File: src/rtl/hash_arb.sv
// hash_arb: round-robin arbiter sharing one XOR-fold hash stage; optional HASH_ARB_STATS_EN adds grant/stall counters
module hash_arb #(
   parameter int NUM_REQ   = 4,
   parameter int IN_WIDTH  = 40,
   parameter int OUT_WIDTH = 8,
   localparam int IDW      = (NUM_REQ > 1) ? $clog2(NUM_REQ) : 1
) (
   input  logic                         clk,
   input  logic                         rst,
   input  logic [NUM_REQ-1:0]           req_valid_RnnH,
   input  logic [NUM_REQ*IN_WIDTH-1:0]  req_key_RnnH,
   output logic [NUM_REQ-1:0]           req_ready_RnnH,
   input  logic                         cfg_we_RnnH,
   input  logic [OUT_WIDTH-1:0]         cfg_mask_RnnH,
   output logic                         out_valid_RnnH,
   output logic [OUT_WIDTH-1:0]         out_hash_RnnH,
   output logic [IDW-1:0]               out_id_RnnH,
`ifdef HASH_ARB_STATS_EN
   output logic [NUM_REQ*16-1:0]        stat_grants_RnnH,
   output logic [15:0]                  stat_stall_RnnH,
`endif
   input  logic                         out_ready_RnnH
);

   logic [IDW-1:0]       ptr;
   logic [IDW-1:0]       gnt_id;
   logic [IDW-1:0]       idx;
   logic                 found;
   logic                 grant;
   logic                 stage_free;
   logic [IN_WIDTH-1:0]  sel_key;
   logic [OUT_WIDTH-1:0] mask_q;
   logic [OUT_WIDTH-1:0] hash;

   assign stage_free = !out_valid_RnnH | out_ready_RnnH;

   // round-robin search from ptr upward with wrap; first valid requester wins
   always_comb begin
      found   = 1'b0;
      gnt_id  = '0;
      idx     = '0;
      sel_key = '0;
      for (int k = 0; k < NUM_REQ; k++) begin
         idx = IDW'((int'(ptr) + k) % NUM_REQ);
         if (!found && req_valid_RnnH[idx]) begin
            found   = 1'b1;
            gnt_id  = idx;
            sel_key = req_key_RnnH[int'(idx)*IN_WIDTH +: IN_WIDTH];
         end
      end
   end

   assign grant          = found && stage_free && !rst;
   assign req_ready_RnnH = grant ? (NUM_REQ'(1) << gnt_id) : '0;

   // the two overlapping 32-bit folds cancel their middle bytes, leaving the outer bytes
   assign hash = (sel_key[7:0] ^ sel_key[39:32]) & mask_q;

   // active mask; a same-cycle grant still sees the old value
   always_ff @(posedge clk) begin
      if (rst)
         mask_q <= '1;
      else if (cfg_we_RnnH)
         mask_q <= cfg_mask_RnnH;
   end

   // rotate priority to just past the last winner
   always_ff @(posedge clk) begin
      if (rst)
         ptr <= '0;
      else if (grant)
         ptr <= (gnt_id == IDW'(NUM_REQ-1)) ? '0 : gnt_id + 1'b1;
   end

   // single output register: load on grant, drain when accepted with nothing new
   always_ff @(posedge clk) begin
      if (rst) begin
         out_valid_RnnH <= 1'b0;
         out_hash_RnnH  <= '0;
         out_id_RnnH    <= '0;
      end else if (grant) begin
         out_valid_RnnH <= 1'b1;
         out_hash_RnnH  <= hash;
         out_id_RnnH    <= gnt_id;
      end else if (out_ready_RnnH) begin
         out_valid_RnnH <= 1'b0;
      end
   end

`ifdef HASH_ARB_STATS_EN
   logic [15:0] grant_cnt [NUM_REQ];

   for (genvar g = 0; g < NUM_REQ; g++) begin : g_cnt
      // saturating per-requester grant count
      always_ff @(posedge clk) begin
         if (rst)
            grant_cnt[g] <= '0;
         else if (req_ready_RnnH[g] && grant_cnt[g] != 16'hFFFF)
            grant_cnt[g] <= grant_cnt[g] + 16'd1;
      end
      assign stat_grants_RnnH[g*16 +: 16] = grant_cnt[g];
   end

   // saturating count of cycles the downstream holds back a valid result
   always_ff @(posedge clk) begin
      if (rst)
         stat_stall_RnnH <= '0;
      else if (out_valid_RnnH && !out_ready_RnnH && stat_stall_RnnH != 16'hFFFF)
         stat_stall_RnnH <= stat_stall_RnnH + 16'd1;
   end
`endif

endmodule

File: config.mk
export PLATFORM = sky130hd
export DESIGN_NAME = hash_arb
export DESIGN_NICKNAME = d
export VERILOG_FILES = /design/src/rtl/hash_arb.sv
export SDC_FILE = /design/constraint.sdc
export NUM_CORES = 1
export LEC_CHECK = 0
export CAP_MARGIN = 20
export CORE_MARGIN = 4
export CORE_UTILIZATION = 40
export CTS_CLUSTER_DIAMETER = 100
export DETAILED_ROUTE_END_ITERATION = 6
export GPL_ROUTABILITY_DRIVEN = 1
export GPL_TIMING_DRIVEN = 0
export PLACE_DENSITY = 0.83
export SYNTH_ARGS = -nofsm -noshare
export SYNTH_HDL_FRONTEND = slang
export SYNTH_SLANG_ARGS = --single-unit
File: constraint.sdc
create_clock -name clk -period 2.9 [get_ports clk]
set_input_delay 0.435 -clock clk [delete_from_list [all_inputs] [get_ports clk]]
set_output_delay 0.435 -clock clk [all_outputs]
set_load 0.03 [all_outputs]
==> metrics <==
DR iter-0 viols 274; WHS 0.4815 ns; antenna cells 0; root buffer cell clkbuf_8; cell taking the most area after synthesis mux4_2; register area share after synthesis 12.44%; leak pwr 1.679 nW; DRC Markers 0; most frequent cell after synthesis mux2i_1; first-pass GRT wire length 17,610 um; period utilisation layout 96.97%; relative slew slack 61.75%; DR vias/cell 6.327; largest net degree at the start of global routing 20; Vias ~3,500; Slew Viols, Final 0; fmax 355.6 MHz; initial antenna violation count 0; GRT overflow 0; Final ANT Viol Nets 0; critical path endpoint category output pin; Mapped Avg Cell Area 9.466 sq um; Inserted Clock Buffers 3; RSZ-0062 raised after global routing no; kind of critical path flip-flop to output pin; Die H 99.92 um; Total Power 1.892 mW; Clock Skew 0.002481 ns; Period minus WS final between 2 and 3 ns; crit path max fanout 10; number of H-tree levels 1; Initial Utilization 41.13%; core area approximately 8200 sq um; Worst Path Arrival 2.38 ns; syn_nets 537; hold buffer count at cts 0; total iterations of the first detailed-routing run 5; post-synth top area share 19.99%; IO Port Bufs between 90 and 100; Worst-Margin Slew 0.5699 ns; PD cells roughly 410 nW/um^2; hold path depth 2; hpwl dp roughly 8600 um; die area 9983 sq um; Filler Cell Count 728; maximum vdd drop 0.1609 mV; asr flop ratio synth 0%; WL/cell between 15 and 20 um; Sink Count 21; IO Pins 191; YS warnings 0; DIE WIDTH 99.92 um; CTS tree built; Reg clk slew, reported paths 0.08 ns; #FFs+latches synth 21; EDFF count, synth 0; Min-Delay Path Class flip-flop to flip-flop; All-Layer GR Usage 21.81%; ys flop type dfxtp_1; Post-Syn Area ~3400 sq um; top post-synthesis cells by count mux2i_1 (54), xor2_1 (40), mux4_2 (30); Final Setup Violations 0; crit start category flip-flop; Post-Route WL about 11,000 um; area delta synth->final 35.54%; Hold Fails Final Rpt 0; required time of the critical path about 2.5 ns; Clock Path Buffers 2; synth top area cells mux4_2 (20%), mux2i_1 (16%), dfxtp_1 (12%), xor2_1 (10%), o2111ai_1 (3.4%); status finished clean; library cells used by synthesis 50; layout cells sized above 1 16.48%; GPL Wtd Cong 0.9291; Final nets 636; Max-Cap Viols 0; Cells after Synth 357; clk_lat worst skew 0.26 ns; R2R depth 8; row count 33; vias in the first global route between 3,000 and 4,000
[report_power, final]
| group | total [mW] | internal (mW) | switching [mW] |
|---|---|---|---|
| clock network | 0.196 | 0.0972 | 0.0987 |
| registers | 0.362 | 0.333 | 0.0293 |
| logic | 1.33 | 0.651 | 0.683 |
[through the flow]
stage | setup TNS (ns) | util (%) | std cells | instance area, sq um | setup WS, ns
floorplan | 0 | - | 357 | 3379 | 0.2732
global placement | -2.976 | 54.18 | 556 | 4452 | -0.6622
detailed placement | -3.448 | 54.18 | 556 | 4452 | -0.7523
CTS | 0 | 55.25 | 559 | 4539 | 0.005765
global route | 0 | 55.75 | 560 | 4581 | 0.004340
finish | 0 | 55.75 | 560 | 4581 | 0.08775
[cells by family after synthesis]
logic type	Yosys count	synth area share (%)
compound gates	93	20.62
buf+inv	38	5.590
xor+xnor	47	12.18
mux	85	36.32
simple gates	69	11.37
fa+ha+maj	4	1.481
flops	21	12.44
[worst paths after layout]
path / slack [ns] / startpoint / endpoint
worst max-delay path: 0.09 / ptr[0]$_SDFFE_PP0P_ / req_ready_RnnH[2]
worst min-delay path: 0.48 / out_hash_RnnH[4]$_SDFFE_PP0P_ / out_hash_RnnH[4]$_SDFFE_PP0P_
worst max register to register: 0.54 / ptr[1]$_SDFFE_PP0P_ / out_hash_RnnH[0]$_SDFFE_PP0P_
worst min register to register: 0.48 / out_hash_RnnH[4]$_SDFFE_PP0P_ / out_hash_RnnH[4]$_SDFFE_PP0P_
[final cells by class]
cell class,count,area [sq um],share of cell area [%]
Multi-Input combinational cell,298,2781,60.72
Timing Repair Buffer,95,938.4,20.49
Sequential cell,21,420.4,9.178
Buffer,27,220.2,4.807
Tap cell,105,131.4,2.868
Clock buffer,3,41.29,0.9014
Inverter,10,40.04,0.8741
Clock inverter,1,7.507,0.1639
[flip-flops by register name, summed over array words and instances, names as in the netlist]
register / cells
mask_q: 8
out_hash_RnnH: 8
out_id_RnnH: 2
ptr: 2
out_valid_RnnH: 1
[cell usage in the layout (no fill, tap or decap), types with 2 or more instances in the layout]
cell type,instances
xor2_1,40
inv_1,9
clkbuf_2,2
o21ai_0,11
o221ai_1,8
clkbuf_8,3
buf_4,5
a21oi_1,9
a211o_1,9
buf_6,4
o221a_2,2
nor2b_1,9
o21a_1,7
nor4b_1,2
buf_2,12
a21o_1,7
o211a_1,2
o211ai_1,13
mux4_2,30
dlymetal6s2s_1,2
nor4bb_1,3
clkbuf_1,2
buf_8,5
o21ai_1,3
a211oi_1,3
and2_1,4
clkdlybuf4s50_1,88
nor4_1,2
ha_1,4
nand2_1,25
o2111ai_1,13
xnor2_1,7
and3b_1,2
mux2i_1,54
dfxtp_1,21
nor2_1,8
[routing by layer]
| layer | up-vias | track usage [%] | share of wire (%) |
|---|---|---|---|
| li1 | 1592 | - | - |
| met1 | 1679 | 29.48 | 42 |
| met2 | 249 | 35.66 | 47 |
| met3 | 23 | 3.544 | 9.9 |
| met4 | 0 | 6.933 | 1.5 |
| met5 | - | 0 | 0 |
[what timing repair did]
item / CTS / global route
gates resized for setup: 39 / 20
pin swaps: 1 / 0
setup buffers: 0 / 1
endpoints found under the setup margin: 4 / 6
[critical path, stage by stage (launching register included)]
cell and delay [ns]:
dfxtp_1 0.36, buf_8 0.17, buf_6 0.20, buf_4 0.25, nor2_1 0.08, or3_4 0.42, ha_1 0.21, and2_1 0.13
clkdlybuf4s18_2 0.28
No activity file was read; power rests on OpenSTA's default activity.
==> patch 1 (config.mk and constraints unchanged) <==
The option `HASH_ARB_STATS_EN` is turned on by a define.
--- a/src/rtl/hash_arb.sv
+++ b/src/rtl/hash_arb.sv
@@ -1,4 +1,6 @@
 // hash_arb: round-robin arbiter sharing one XOR-fold hash stage; optional HASH_ARB_STATS_EN adds grant/stall counters
+`define HASH_ARB_STATS_EN
+
 module hash_arb #(
    parameter int NUM_REQ   = 4,
    parameter int IN_WIDTH  = 40,
Function (old outputs only; new: stat_grants_RnnH and stat_stall_RnnH): kept (equiv_simple and equiv_induct, registers matched by name and starting in step).
==> patch 1 against the unedited design <==
  * Via count up 92%
  * Hold slack worse by 0.0068 ns
  * Register-to-register slack worse by 0.33 ns
  * Synthesized area up 110%
  * Worst setup slack worse by 0.040 ns
  * Cell area up 110%
  * Power rose to 3.1 times the old value
  * Sequential cell count up 80
  * Clock power rose to 6.4 times the old value
  * Routed wire length up 92%
  * Count of clock-buffer cells in the layout up 6
  * Final cell count up 110%
  * Critical path depth up 4
  * Largest power group unchanged
==> patch 1: results <==
export IMPL_cts_root_buf="clkbuf_16"
export IMPL_dpl_instance_area_sq_mm=0.00922
export IMPL_synthDistinctLibCells=61
export IMPL_port_buffers=172
export IMPL_synth_area_leaders="edfxtp_1 27%, dfxtp_1 10%, mux2i_1 8.1%"
export IMPL_fill_cells=1546
export IMPL_rr_worst_depth=10
export IMPL_reg_top3="grant_cnt: 64 flops, stat_stall_RnnH: 16 flops"
export IMPL_worst_pin_slew_ns=0.720
export IMPL_clock_latency_ns=0.35
export IMPL_r2r_slack_ns=0.21
export IMPL_p_leak_nw=3.44
export IMPL_nets=1128
export IMPL_fin_hold_ws_ns=0.475
export IMPL_grt_pass1_wl_microns=34000
export IMPL_first_pass_iters=7
export IMPL_ys_seq_area_share_pct=37.0
export IMPL_antenna_found_initial=1
export IMPL_grt_pass1_vias=6650
export IMPL_drive_gt1_share_pct=10.9
export IMPL_grt_use_total_pct=20.7
export IMPL_drt_iter0_markers=604
export IMPL_syn_nets=944
export IMPL_drt_wirelength_per_cell_microns=18.3
export IMPL_critPathArrivalTime_ns=2.42
export IMPL_diodes=0
export IMPL_via_per_inst=5.80
export IMPL_gp_congestion=0.898
export IMPL_grt_max_degree=29
export IMPL_vias=6806
export IMPL_fin_skew_ns=0.0103
export IMPL_dp_cells=1156
export IMPL_syn_avg_cell_area_sq_um=9.48
export IMPL_setup_slack_ns=0.0479
export IMPL_worst_path_largest_cell_delay_ns=0.51
export IMPL_critPathSlowestCell="clkdlybuf4s50_1"
export IMPL_dp_hpwl_microns=16400
export IMPL_ir_worst_vdd_mv=0.328
export IMPL_synth_common_cells="99 x nor2_1, 71 x nand2_1, 64 x edfxtp_1"
export IMPL_outcome="finished clean"
export IMPL_synth_edf_count=64
export IMPL_clock_path_buffers=2
export IMPL_hold_class="flop to flop"
export IMPL_dp_slack_ns=-0.788
export IMPL_cts_made_buffers=9
export IMPL_htreeDepth=3
export IMPL_power_switching_mw=2.18
patch 1: cell count changes in the layout (fill, tap and decap cells not counted), sizes merged, moves of 15 or more:
cell / before / now
nand4: 0 / 15
clkbuf: 8 / 27
and3: 1 / 23
edfxtp: 0 / 64
nand3: 1 / 32
mux2: 1 / 16
nor2: 8 / 99
dfxtp: 21 / 37
mux4: 30 / 9
xnor2: 7 / 28
nand2: 26 / 71
clkdlybuf4s50: 88 / 168
patch 1: layer usage:
| metal | vias to the layer above | share of wire [%] | track usage (%) |
|---|---|---|---|
| li1 | 3198 | - | - |
| met5 | - | 0.033 | 0 |
| met1 | 3265 | 42 | 26.6 |
| met4 | 2 | 1.6 | 5.56 |
| met3 | 40 | 9.2 | 5.75 |
| met2 | 301 | 47 | 34.6 |
patch 1: path summary, 6_finish.rpt:
path | to | startpoint
max | req_ready_RnnH[1] | req_valid_RnnH[2]
min | out_hash_RnnH[2] | out_hash_RnnH[2]
max reg2reg | out_hash_RnnH[2] | ptr[0]
min reg2reg | out_hash_RnnH[2] | out_hash_RnnH[2]
patch 1: kinds of logic (layout without fill, tap and decap cells):
kind of cell / Yosys count / count (layout) / share of synthesized area (%)
XOR/XNOR: 68 / 68 / 8.28
flip-flops: 101 / 101 / 37.0
multiplexers: 83 / 83 / 13.4
adder cells (fa/ha/maj): 9 / 9 / 1.57
buffers and inverters: 54 / 243 / 3.93
AO/OA/AOI/OAI: 115 / 115 / 12.5
AND/OR/NAND/NOR: 329 / 329 / 23.3
patch 1: power by group through the flow:
stage / clock, mW / combinational [mW] / sequential (mW)
after floorplan: 0 / 1.42 / 2.20
after global placement: 0 / 2.44 / 1.93
after detailed placement: 0 / 2.49 / 1.94
after CTS: 1.28 / 2.53 / 1.92
after global routing: 1.34 / 2.76 / 1.95
final: 1.26 / 2.59 / 1.92
patch 1: worst max-delay path, delay by kind of cell:
kind                       cells  cell delay [ns]
AOI/OAI and AO/OA              2             0.27
adders and majority gates      1             0.21
buffers and inverters          7             1.25
and+or+nand+nor                2             0.24
patch 1: repair_timing:
action	in CTS	in global routing
setup buffers	3	2
resized for setup	39	23
setup endpoints to repair	127	82
patch 1: final cells by class:
class | count | area (sq um) | area share, %
repair buffers | 177 | 1750 | 18.1
multi-input cells | 604 | 4330 | 44.9
well taps | 225 | 282 | 2.92
flip-flops and latches | 101 | 2670 | 27.7
clock buffers | 9 | 225 | 2.34
inverters | 14 | 52.6 | 0.545
clock inverters | 7 | 80.1 | 0.831
plain buffers | 36 | 258 | 2.67
==> patch 2 (same flow settings) <==
Made on the original files. Register the input `cfg_mask_RnnH` before use. The logic sees it one clock later. The other inputs are not delayed to match.
--- a/src/rtl/hash_arb.sv
+++ b/src/rtl/hash_arb.sv
@@ -21,6 +21,12 @@
 `endif
    input  logic                         out_ready_RnnH
 );
+
+   logic [OUT_WIDTH-1:0] cfg_mask_RnnH_q;
+
+   always_ff @(posedge clk) begin
+      cfg_mask_RnnH_q <= cfg_mask_RnnH;
+   end
 
    logic [IDW-1:0]       ptr;
    logic [IDW-1:0]       gnt_id;
@@ -61,7 +67,7 @@
       if (rst)
          mask_q <= '1;
       else if (cfg_we_RnnH)
-         mask_q <= cfg_mask_RnnH;
+         mask_q <= cfg_mask_RnnH_q;
    end
 
    // rotate priority to just past the last winner
Function: changed (Yosys sat finds a counterexample within 4 cycles, from zero or initial values and one cycle with rst high).
==> patch 2 against the unedited design <==
  * Power is 25% higher
  * Cell area is 0.76% lower
  * First-iteration DRC count is 24% higher
  * Combinational power is 15% higher
  * Clock skew is 0.0045 ns higher
  * Hold slack worse by 0.046 ns
  * Register-to-register slack worse by 0.19 ns
  * Critical path depth is 2 higher
  * Synthesized area is 1.9% lower
  * Routed wire length is 4.0% higher
  * Worst setup slack worse by 0.058 ns
  * Sequential cell count is 8 higher
  * Maximum frequency is 2.0% lower
  * Critical path type is now primary input to flop
==> patch 2: results <==
export IMPL_syn_nets=589
export IMPL_ys_warnings_count=0
export IMPL_dpl_instance_area_sq_mm=0.00438
export IMPL_reg_top3="cfg_mask_RnnH_q: 8 flops, mask_q: 8 flops, out_hash_RnnH: 8 flops"
export IMPL_antenna_found_initial=0
export IMPL_drt_iter0_markers=339
export IMPL_cp_max_fo=10
export IMPL_fin_skew_ns=0.00693
export IMPL_dp_slack_ns=-0.624
export IMPL_clock_latency_ns=0.28
export IMPL_ys_seq_area_share_pct=17.5
export IMPL_worst_pin_slew_ns=0.572
export IMPL_synthDistinctLibCells=48
export IMPL_gp_congestion=0.858
export IMPL_grt_pass1_wl_microns=18100
export IMPL_clock_path_buffers=2
export IMPL_drv_slew=0
export IMPL_port_buffers=94
export IMPL_grt_use_total_pct=22.5
export IMPL_outcome="finished clean"
export IMPL_drive_gt1_share_pct=14.8
export IMPL_hold_class="flop to flop"
export IMPL_cts_reportedPaths_clkPinSlew_ns=0.06
export IMPL_cts_made_buffers=5
export IMPL_cts_root_buf="clkbuf_8"
export IMPL_p_leak_nw=1.67
export IMPL_grt_max_degree=20
export IMPL_first_pass_iters=6
export IMPL_dp_hpwl_microns=8650
export IMPL_async_flop_share_pct=0
export IMPL_drt_wirelength_per_cell_microns=19.0
export IMPL_synth_area_leaders="dfxtp_1 18%, mux2i_1 11%, nand2_1 6.9%"
export IMPL_diodes=0
export IMPL_ir_worst_vdd_mv=0.246
export IMPL_synth_common_cells="61 x nand2_1, 37 x mux2i_1, 32 x a21oi_1"
export IMPL_nets=692
export IMPL_htreeDepth=2
export IMPL_via_per_inst=6.25
[patch 2: cell types whose count changed in the layout (fill, tap and decap cells not counted), moves of 12 or more]
| cell | change |
|---|---|
| nand2_1 | +36 |
| xor2_1 | -34 |
| a21oi_1 | +23 |
| mux4_2 | -21 |
| mux2i_1 | -17 |
| xnor2_1 | +15 |
| o211ai_1 | -12 |
[patch 2: per-stage QoR]
step / std cells / power, mW
after floorplan: 409 / 1.48
after global placement: 605 / 1.92
after detailed placement: 605 / 1.96
after CTS: 613 / 2.32
after global routing: 614 / 2.49
final: 614 / 2.36
[patch 2: metal layers]
| metal | routed length, microns | global-route usage [%] | share of wire (%) | vias up |
|---|---|---|---|---|
| met1 | 4390 | 27.5 | 38 | 1804 |
| met5 | 0 | 0 | 0 | - |
| met2 | 5650 | 37.5 | 48 | 255 |
| li1 | - | - | - | 1729 |
| met4 | 484 | 11.1 | 4.2 | 0 |
| met3 | 1120 | 4.67 | 9.6 | 52 |
[patch 2: where the power goes]
group	switching, mW	internal (mW)
Clock	0.141	0.188
Combinational	0.832	0.701
Sequential	0.0347	0.460
[patch 2: cells by family after synthesis]
logic type	synth area share, %
AOI/OAI and AO/OA	24.9
buffers and inverters	6.04
and+or+nand+nor	21.9
adders and majority gates	1.51
muxes	20.7
DFF	17.5
xor gates and xnor gates	7.40
[patch 2: final cells by class]
| cell class | count | area (sq um) |
|---|---|---|
| flip-flops and latches | 29 | 582 |
| inverters | 3 | 11.3 |
| fillers | 668 | 3340 |
| well taps | 102 | 128 |
| plain buffers | 32 | 226 |
| repair buffers | 98 | 953 |
| multi-input cells | 343 | 2560 |
| clock buffers | 7 | 86.3 |
[patch 2: critical path, cell delays in order]
cell             delay [ns]
clkdlybuf4s50_1        0.47
buf_2                  0.22
nor3b_1                0.17
a22oi_2                0.30
buf_2                  0.33
a21oi_1                0.11
nor4_1                 0.37
a31oi_2                0.14
xnor2_1                0.22
a32o_1                 0.28
[patch 2: worst paths after layout]
check / start / endpoint / depth (start not counted) / slack [ns]
setup / recovery: req_valid_RnnH[1] / out_hash_RnnH[6] / 10 / 0.03
hold / removal: cfg_mask_RnnH_q[0] / mask_q[0] / 1 / 0.44
setup reg to reg: ptr[1] / out_hash_RnnH[4] / 10 / 0.35
hold reg to reg: cfg_mask_RnnH_q[0] / mask_q[0] / 1 / 0.44
[patch 2: what timing repair did]
item / in CTS / in global routing
setup buffers: 2 / 2
pin swaps: 3 / 2
endpoints found under the setup margin: 4 / 8
gates cloned: 0 / 0
gates resized for setup: 38 / 12
